`config.mk`:
```
export PLATFORM = sky130hd
export DESIGN_NAME = reorder_buffer_ring
export DESIGN_NICKNAME = d
export VERILOG_FILES = /design/src/rtl/rob_pkg.sv /design/src/rtl/rob_slot.sv /design/src/rtl/reorder_buffer_ring.sv
export SDC_FILE = /design/constraint.sdc
export NUM_CORES = 1
export LEC_CHECK = 0
export BUFFER_PORTS_ARGS = -buffer_cell sky130_fd_sc_hd__buf_2
export CAP_MARGIN = 20
export CORE_ASPECT_RATIO = 1.4
export CORE_UTILIZATION = 61
export DETAILED_ROUTE_END_ITERATION = 8
export MAX_ROUTING_LAYER = met4
export PLACE_DENSITY = 0.89
export RECOVER_POWER = 100
export REMOVE_ABC_BUFFERS = 1
export SETUP_SLACK_MARGIN = 0.02
export SLEW_MARGIN = 20
export SYNTH_ARGS = -nofsm -noshare
export SYNTH_HDL_FRONTEND = slang
export SYNTH_HIERARCHICAL = 1
export SYNTH_SLANG_ARGS = --single-unit
```
`constraint.sdc`:
```
create_clock -name clk -period 3.4 [get_ports clk]
set_clock_uncertainty 0.05 [all_clocks]
set_input_delay 0.34 -clock clk [delete_from_list [all_inputs] [get_ports clk]]
set_output_delay 0.34 -clock clk [all_outputs]
set_load 0.01 [all_outputs]
```
`src/rtl/rob_pkg.sv`:
```
// Shared types and default widths for the reorder buffer ring.
package rob_pkg;

  localparam int unsigned ROB_XLEN  = 32;
  localparam int unsigned ROB_REG_W = 5;

  typedef enum logic [1:0] {
    StIdle = 2'd0,
    StWait = 2'd1,
    StDone = 2'd2
  } rob_state_e;

  typedef struct packed {
    rob_state_e                 state;
    logic [ROB_REG_W-1:0]       dest;
    logic                       wb;
    logic [ROB_XLEN-1:0]        value;
  } rob_entry_t;

endpackage

```
`src/rtl/rob_slot.sv`:
```
// One reorder-buffer entry: IDLE -> WAIT on alloc, WAIT -> DONE on capture, back to IDLE on commit.
module rob_slot
  import rob_pkg::*;
#(
  parameter int unsigned XLEN  = ROB_XLEN,
  parameter int unsigned REG_W = ROB_REG_W
) (
  input  logic             clk,
  input  logic             rst_n,
  input  logic             flush,
  input  logic             alloc_en,
  input  logic [REG_W-1:0] alloc_dest,
  input  logic             alloc_wb,
  input  logic             capture_en,
  input  logic [XLEN-1:0]  capture_value,
  input  logic             commit_en,
  output rob_state_e       state,
  output logic [REG_W-1:0] dest,
  output logic             wb,
  output logic [XLEN-1:0]  value
);

  rob_state_e       state_q, state_d;
  logic [REG_W-1:0] dest_q, dest_d;
  logic             wb_q, wb_d;
  logic [XLEN-1:0]  value_q, value_d;

  // Commit wins over capture so a bypassed WAIT entry drops straight to IDLE.
  always_comb begin
    state_d = state_q;
    dest_d  = dest_q;
    wb_d    = wb_q;
    value_d = value_q;
    if (alloc_en) begin
      state_d = StWait;
      dest_d  = alloc_dest;
      wb_d    = alloc_wb;
      value_d = '0;
    end else if (commit_en) begin
      state_d = StIdle;
    end else if (capture_en && state_q == StWait) begin
      state_d = StDone;
      value_d = capture_value;
    end
  end

  always_ff @(posedge clk) begin
    if (!rst_n || flush) begin
      state_q <= StIdle;
      dest_q  <= '0;
      wb_q    <= 1'b0;
      value_q <= '0;
    end else begin
      state_q <= state_d;
      dest_q  <= dest_d;
      wb_q    <= wb_d;
      value_q <= value_d;
    end
  end

  assign state = state_q;
  assign dest  = dest_q;
  assign wb    = wb_q;
  assign value = value_q;

endmodule

```
`src/rtl/reorder_buffer_ring.sv`:
```
// Circular reorder buffer: in-order alloc, tag-addressed CDB capture, in-order retire.
// Define ROB_CDB_BYPASS_EN to let a CDB result for the WAIT head retire in the same cycle.
module reorder_buffer_ring
  import rob_pkg::*;
#(
  parameter int unsigned DEPTH = 8,
  parameter int unsigned XLEN  = ROB_XLEN,
  parameter int unsigned REG_W = ROB_REG_W,
  parameter int unsigned TAG_W = $clog2(DEPTH)
) (
  input  logic             clk,
  input  logic             rst_n,
  input  logic             alloc_valid,
  output logic             alloc_ready,
  input  logic [REG_W-1:0] alloc_dest,
  input  logic             alloc_wb,
  output logic [TAG_W-1:0] alloc_tag,
  input  logic             cdb_valid,
  input  logic [TAG_W-1:0] cdb_tag,
  input  logic [XLEN-1:0]  cdb_value,
  output logic             commit_valid,
  output logic             commit_wen,
  output logic [REG_W-1:0] commit_dest,
  output logic [XLEN-1:0]  commit_value,
  input  logic             flush,
  output logic [TAG_W:0]   count,
  output logic             empty
);

  localparam logic [TAG_W:0] FullCount = (TAG_W+1)'(DEPTH);

  logic [TAG_W-1:0] head_q, head_d;
  logic [TAG_W-1:0] tail_q, tail_d;
  logic [TAG_W:0]   count_q, count_d;

  rob_state_e       slot_state [DEPTH];
  logic [REG_W-1:0] slot_dest  [DEPTH];
  logic             slot_wb    [DEPTH];
  logic [XLEN-1:0]  slot_value [DEPTH];

  rob_state_e       head_state;
  logic             alloc_fire;
  logic             commit_fire;

  assign alloc_ready = (count_q != FullCount);
  assign alloc_tag   = tail_q;
  assign count       = count_q;
  assign empty       = (count_q == '0);
  assign head_state  = slot_state[head_q];

  // alloc_ready is registered-only, so a full ring never reuses the slot freed this cycle.
  assign alloc_fire  = alloc_valid & alloc_ready & ~flush;
  assign commit_fire = commit_valid;

  always_comb begin
    commit_valid = 1'b0;
    commit_value = slot_value[head_q];
    if (!flush) begin
      if (head_state == StDone) begin
        commit_valid = 1'b1;
`ifdef ROB_CDB_BYPASS_EN
      end else if (cdb_valid && cdb_tag == head_q && head_state == StWait) begin
        commit_valid = 1'b1;
        commit_value = cdb_value;
`endif
      end
    end
    commit_wen  = commit_valid & slot_wb[head_q];
    commit_dest = slot_dest[head_q];
  end

  always_comb begin
    head_d  = head_q;
    tail_d  = tail_q;
    count_d = count_q;
    if (commit_fire) head_d = head_q + TAG_W'(1);
    if (alloc_fire)  tail_d = tail_q + TAG_W'(1);
    case ({alloc_fire, commit_fire})
      2'b10:   count_d = count_q + (TAG_W+1)'(1);
      2'b01:   count_d = count_q - (TAG_W+1)'(1);
      default: count_d = count_q;
    endcase
  end

  always_ff @(posedge clk) begin
    if (!rst_n || flush) begin
      head_q  <= '0;
      tail_q  <= '0;
      count_q <= '0;
    end else begin
      head_q  <= head_d;
      tail_q  <= tail_d;
      count_q <= count_d;
    end
  end

  for (genvar i = 0; i < DEPTH; i++) begin : g_slot
    rob_slot #(
      .XLEN  (XLEN),
      .REG_W (REG_W)
    ) u_slot (
      .clk           (clk),
      .rst_n         (rst_n),
      .flush         (flush),
      .alloc_en      (alloc_fire && tail_q == TAG_W'(i)),
      .alloc_dest    (alloc_dest),
      .alloc_wb      (alloc_wb),
      .capture_en    (cdb_valid && cdb_tag == TAG_W'(i)),
      .capture_value (cdb_value),
      .commit_en     (commit_fire && head_q == TAG_W'(i)),
      .state         (slot_state[i]),
      .dest          (slot_dest[i]),
      .wb            (slot_wb[i]),
      .value         (slot_value[i])
    );
  end

endmodule

```
==> results of run 1 <==
[cells by family (layout without fill, tap and decap cells)]
family,Yosys count,count (layout),synth area share [%]
compound gates,284,284,14.8
xor+xnor,4,4,0.221
fa+ha+maj,15,15,1.18
buf+inv,158,193,6.40
flops,330,330,41.6
mux,132,132,14.5
other cells,0,2,0
simple gates,796,796,21.3
[worst max-delay path, cell delays in order, from the launching register on]
cell	delay, ns
dfxtp_4	0.35
clkbuf_4	0.42
buf_4	0.79
mux4_2	0.41
nand2_1	0.08
nand2_1	0.12
clkbuf_1	0.15
[through the flow]
stage	power (mW)	setup TNS (ns)
floorplan	4.08	-748.78
global placement	4.23	0
detailed placement	4.24	0
CTS	7.93	0
global route	8.09	0
finish	7.91	0
[cell type report]
class	count	share of cell area (%)
tap	319	2.41
timing repair buffer	120	4.36
inverter	15	0.355
multi-input combinational	1231	46.2
antenna	2	0.0302
clock buffer	45	5.64
sequential	330	39.9
clock inverter	13	1.07
[path summary, 6_finish.rpt]
path         slack [ns]                   endpoint                      start  cells past startpoint
max                0.16           commit_value[27]                  head_q[1]                      6
min                0.05               alloc_tag[2]                alloc_valid                      2
max reg2reg        0.22  g_slot[0].u_slot/value[6]  g_slot[2].u_slot/state[0]                      8
min reg2reg        0.40  g_slot[3].u_slot/value[0]  g_slot[3].u_slot/value[0]                      2
[metal layers]
metal / share of wire, % / wire, µm / vias up
li1: - / - / 5760
met1: 37 / 15500 / 6298
met2: 51 / 21600 / 703
met3: 8.1 / 3410 / 163
met4: 4.1 / 1750 / 0
met5: 0 / 0 / -
[flip-flops by register name, indices dropped and copies added (netlist names)]
name / cells
head_q: 3
count: 4
alloc_tag: 3
g_slot.u_slot/wb: 8
g_slot.u_slot/value: 256
g_slot.u_slot/state: 16
g_slot.u_slot/dest: 40
[where the power goes]
part	internal, mW	switching (mW)	leakage, nW	total (mW)
registers	3.87	0.00526	2.66	3.87
logic	0.0654	0.202	2.06	0.267
clock network	2.24	1.53	0.548	3.77
[cell usage in the layout (no fill, tap or decap), types with 8 or more instances in the layout]
| cell | count |
|---|---|
| nand2_1 | 631 |
| dfxtp_1 | 328 |
| a21oi_1 | 201 |
| mux4_2 | 78 |
| a21oi_2 | 69 |
| nor2_1 | 68 |
| clkbuf_1 | 57 |
| mux2i_1 | 53 |
| buf_2 | 48 |
| clkbuf_16 | 35 |
| ha_1 | 15 |
| nand2b_1 | 13 |
| nor3_1 | 13 |
| inv_1 | 13 |
| buf_4 | 12 |
| nor2b_1 | 11 |
| buf_12 | 10 |
| and4bb_2 | 8 |
| nand2b_4 | 8 |
| a31oi_1 | 8 |
==> flow_metrics.env, run 1 <==
export IMPL_ys_seq_area_share_pct=41.6
export IMPL_met3_usage_pct=4.76
export IMPL_clock_sinks=330
export IMPL_async_flop_share_pct=0
export IMPL_leakage_nw=5.26
export IMPL_finalCritPeriodShare_pct=95.3
export IMPL_synth_distinct_cells=44
export IMPL_end_kind="primary output"
export IMPL_ys_top_cells_by_count="630 x nand2_1, 330 x dfxtp_1, 240 x a21oi_2, 78 x mux4_2, 75 x buf_2"
export IMPL_use_met2_pct=56.7
export IMPL_clock_fmax_ghz=0.309
export IMPL_drt_first_iter_violations=1243
export IMPL_hold_viol_final=0
export IMPL_tritoncts="done"
export IMPL_portBuffers=93
export IMPL_first_pass_iters=7
export IMPL_cap_violations=0
export IMPL_period_minus_slack_ns=3.24
export IMPL_cts_buffers=34
export IMPL_syn_area_um2=15900
export IMPL_numPlacedInstances=2015
export IMPL_totalWireLength_mm=42.2
export IMPL_preCtsSetupSlack_ns=0.393
export IMPL_setup_ws_ns=0.161
export IMPL_slew_viol_final=0
export IMPL_power_per_cell_area_nw_per_um2=478
export IMPL_io_pins=94
export IMPL_final_area_um2=16600
export IMPL_die_height_um=193
export IMPL_ys_warn_count=6
export IMPL_dp_hpwl_mm=25.7
export IMPL_tightestPinTransition_ns=1.10
export IMPL_hold_ws_ns=0.0546
export IMPL_grt_pass1_vias=13100
export IMPL_irDropWorstVdd_uv=628
export IMPL_drive_gt1_share_pct=17.2
export IMPL_die_w_um=138
export IMPL_outcome="complete, but fails checks"
export IMPL_use_met1_pct=36.1
export IMPL_grt_pass1_wl_mm=66.5
export IMPL_htree_num_levels=2
export IMPL_gp_congestion=0.917
export IMPL_grt_setup_unrepaired="no"
export IMPL_clk_latency_ns=0.52
export IMPL_coreArea_um2=25500
export IMPL_grt_busiest_layer="met2"
export IMPL_hp_class="input pin to register"
export IMPL_setup_viol_count_final=0
export IMPL_final_antenna_net_count=0
export IMPL_row_count=69
export IMPL_post_cts_setup_buffers=0
export IMPL_num_vias=12900
export IMPL_yosys_top_cells_area="dfxtp_1 42%, nand2_1 15%, a21oi_2 13%"
export IMPL_drc=18
export IMPL_postCtsHoldBufs=0
export IMPL_multi_input_area_um2=7650
export IMPL_final_cells=2075
export IMPL_violations="DRC"
export IMPL_n_fill_cell=2029
export IMPL_cts_resized=0
export IMPL_start_util_pct=62.4
export IMPL_vias_per_cell=6.23
export IMPL_synth_cells=1719
export IMPL_ys_seq_elements=330
export IMPL_cts_root_buf="clkbuf_16"
export IMPL_yosysTopAreaCell="dfxtp_1"
export IMPL_place_area_um2=16200
export IMPL_crit_fanout=57
export IMPL_avgSynthCellArea_um2=9.24
export IMPL_clkSlewWorstSetupHoldPaths_ns=0.06
export IMPL_layout_nets=1793
export IMPL_fin_util_pct=65.0
export IMPL_yosysMostFrequentCell="nand2_1"
export IMPL_ff_latch_area_um2=6610
export IMPL_critPathLaunchType="register"
export IMPL_arrival_ns=2.85
export IMPL_relSlewSlack_pct=26.8
export IMPL_grt_max_degree=80
export IMPL_wl_per_cell_um=20.4
export IMPL_clockBufferDepth=3
export IMPL_synth_top_area_share_pct=41.6
export IMPL_synth_edf_count=0
export IMPL_ys_flop_type="dfxtp_1"
export IMPL_overflow=0
export IMPL_worstSetupPathType="register to primary output"
export IMPL_critPathRequiredTime_ns=3.01
export IMPL_area_growth_pct=4.25
export IMPL_antenna_found_initial=2
export IMPL_grtUsageTotal_pct=32.5
export IMPL_die_area_um2=26700
Note: power is estimated with default switching activity, not from simulation.
==> run 2, diff against run 1 <==
--- a/config.mk
+++ b/config.mk
@@ -8,10 +8,11 @@
 export BUFFER_PORTS_ARGS = -buffer_cell sky130_fd_sc_hd__buf_2
 export CAP_MARGIN = 20
 export CORE_ASPECT_RATIO = 1.4
-export CORE_UTILIZATION = 61
+export CORE_UTILIZATION = 63
+export CTS_BUF_LIST = sky130_fd_sc_hd__clkbuf_4 sky130_fd_sc_hd__clkbuf_8
 export DETAILED_ROUTE_END_ITERATION = 8
 export MAX_ROUTING_LAYER = met4
-export PLACE_DENSITY = 0.89
+export PLACE_DENSITY = 0.91
 export RECOVER_POWER = 100
 export REMOVE_ABC_BUFFERS = 1
 export SETUP_SLACK_MARGIN = 0.02
==> flow_metrics.env, run 2 (synthesis results as in run 1) <==
export IMPL_outcome="finished clean"
export IMPL_cts_buffers=50
export IMPL_cts_resized=0
export IMPL_layout_nets=1810
export IMPL_cap_violations=0
export IMPL_io_pins=94
export IMPL_final_area_um2=16500
export IMPL_postCtsHoldBufs=4
export IMPL_clock_sinks=330
export IMPL_grt_max_degree=80
export IMPL_numPlacedInstances=2008
export IMPL_totalWireLength_mm=42.8
export IMPL_slew_viol_final=0
export IMPL_grt_setup_unrepaired="no"
export IMPL_drive_gt1_share_pct=19.3
export IMPL_n_fill_cell=1946
export IMPL_leakage_nw=5.29
export IMPL_critPathLaunchType="register"
export IMPL_seqPwrFrac_pct=50.6
export IMPL_wl_per_cell_um=20.4
export IMPL_tightestPinTransition_ns=0.972
export IMPL_first_pass_iters=6
export IMPL_end_kind="register"
export IMPL_share_comb_of_total_power_pct=3.5
export IMPL_finalCritPeriodShare_pct=97.5
export IMPL_setup_viol_count_final=0
export IMPL_dp_hpwl_mm=25.6
export IMPL_die_area_um2=25900
export IMPL_start_util_pct=64.4
export IMPL_power_per_cell_area_nw_per_um2=464
export IMPL_relSlewSlack_pct=35.2
export IMPL_clockPowerShare_pct=45.9
export IMPL_layout_common_cells="631 x nand2_1, 328 x dfxtp_1, 198 x a21oi_1"
export IMPL_setup_tns_ns=0
export IMPL_portBuffers=93
export IMPL_grt_pass1_wl_mm=67.1
export IMPL_die_height_um=190
export IMPL_layout_commonest_cell="nand2_1"
export IMPL_critPathRequiredTime_ns=3.85
export IMPL_area_growth_pct=4.08
export IMPL_critical_path_top_delay_family="simple AND/OR/NAND/NOR gates"
export IMPL_num_vias=13100
export IMPL_cts_root_buf="clkbuf_8"
export IMPL_switchingPower_mw=1.74
export IMPL_clkSlewWorstSetupHoldPaths_ns=0.07
export IMPL_hp_class="input pin to register"
export IMPL_htree_num_levels=2
export IMPL_drt_first_iter_violations=1310
export IMPL_row_count=68
export IMPL_p_int_mw=5.92
export IMPL_tritoncts="done"
export IMPL_final_antenna_net_count=0
export IMPL_hold_viol_final=0
export IMPL_slowest_delay_ns=0.67
export IMPL_antenna_found_initial=1
export IMPL_worstSetupPathType="register to register"
export IMPL_overflow=0
export IMPL_irDropWorstVdd_uv=441
export IMPL_hold_ws_ns=0.0106
export IMPL_post_cts_setup_buffers=0
export IMPL_arrival_ns=3.77
export IMPL_grtUsageTotal_pct=34.2
export IMPL_cp_slowest_cell="nand4bb_1"
export IMPL_vias_per_cell=6.22
export IMPL_clock_fmax_ghz=0.302
export IMPL_clk_latency_ns=0.59
export IMPL_crit_chain="inv_2, nor3b_1, and2_0, nand4bb_1, buf_2, nand2_1, a21oi_1"
export IMPL_die_w_um=136
export IMPL_period_minus_slack_ns=3.32
export IMPL_largest_reg_flops=256
export IMPL_coreArea_um2=24700
export IMPL_grt_pass1_vias=13500
export IMPL_place_area_um2=16100
export IMPL_clockBufferDepth=3
export IMPL_netSwitchingFraction_pct=22.7
export IMPL_drc=0
export IMPL_gp_congestion=0.883
export IMPL_final_cells=2101
export IMPL_cp_buffers_inverters=2
export IMPL_crit_fanout=18
run 2: layout make-up:
cell class                      instances  area, µm²  share of cell area (%)
Clock inverter                          5       27.5                   0.167
Clock buffer                           83       1070                    6.50
Tap cell                              315        394                    2.38
Multi-Input combinational cell       1231       7660                    46.4
Inverter                               15       58.8                   0.356
Timing Repair Buffer                  121        698                    4.22
Antenna cell                            1       2.50                  0.0151
Sequential cell                       330       6610                    40.0
run 2: path summary, 6_finish.rpt:
check                            start                        end  slack [ns]  depth (start not counted)
max                          head_q[2]  g_slot[5].u_slot/value[9]        0.08                          7
min                       cdb_value[1]  g_slot[2].u_slot/value[1]        0.01                          3
max reg2reg                  head_q[2]  g_slot[5].u_slot/value[9]        0.08                          7
min reg2reg  g_slot[0].u_slot/value[4]  g_slot[0].u_slot/value[4]        0.41                          2
run 2: per-layer routing:
metal | up-vias | part of all wire [%] | global-route usage [%]
met5 | - | 0 | -
met4 | 0 | 4.7 | 20.4
met3 | 179 | 9.1 | 7.06
met2 | 804 | 51 | 57.6
met1 | 6283 | 35 | 36.8
li1 | 5796 | - | -
run 2: worst reg2reg max path, cell delays in order, from the launching register on:
cell and delay, ns:
dfxtp_2 0.62, inv_2 0.33, nor3b_1 0.42, and2_0 0.26, nand4bb_1 0.67, buf_2 0.52, nand2_1 0.17, a21oi_1 0.20
run 2: metrics by stage:
stage / worst slack [ns] / total power, mW / util, %
2_1_floorplan: -2.63 / 4.08 / -
3_3_place_gp: 0.524 / 4.23 / 65.3
6_report: 0.0834 / 7.66 / 67.0
3_5_place_dp: 0.448 / 4.24 / 65.3
5_1_grt: 0.0291 / 7.86 / 67.0
4_1_cts: 0.143 / 7.69 / 69.9
run 2: power by group through the flow:
stage               sequential, mW  clock [mW]  combinational, mW
floorplan                     3.96           0              0.121
global placement              3.96           0              0.273
detailed placement            3.96           0              0.279
CTS                           3.87        3.53              0.285
global route                  3.87        3.71              0.282
finish                        3.88        3.52              0.271
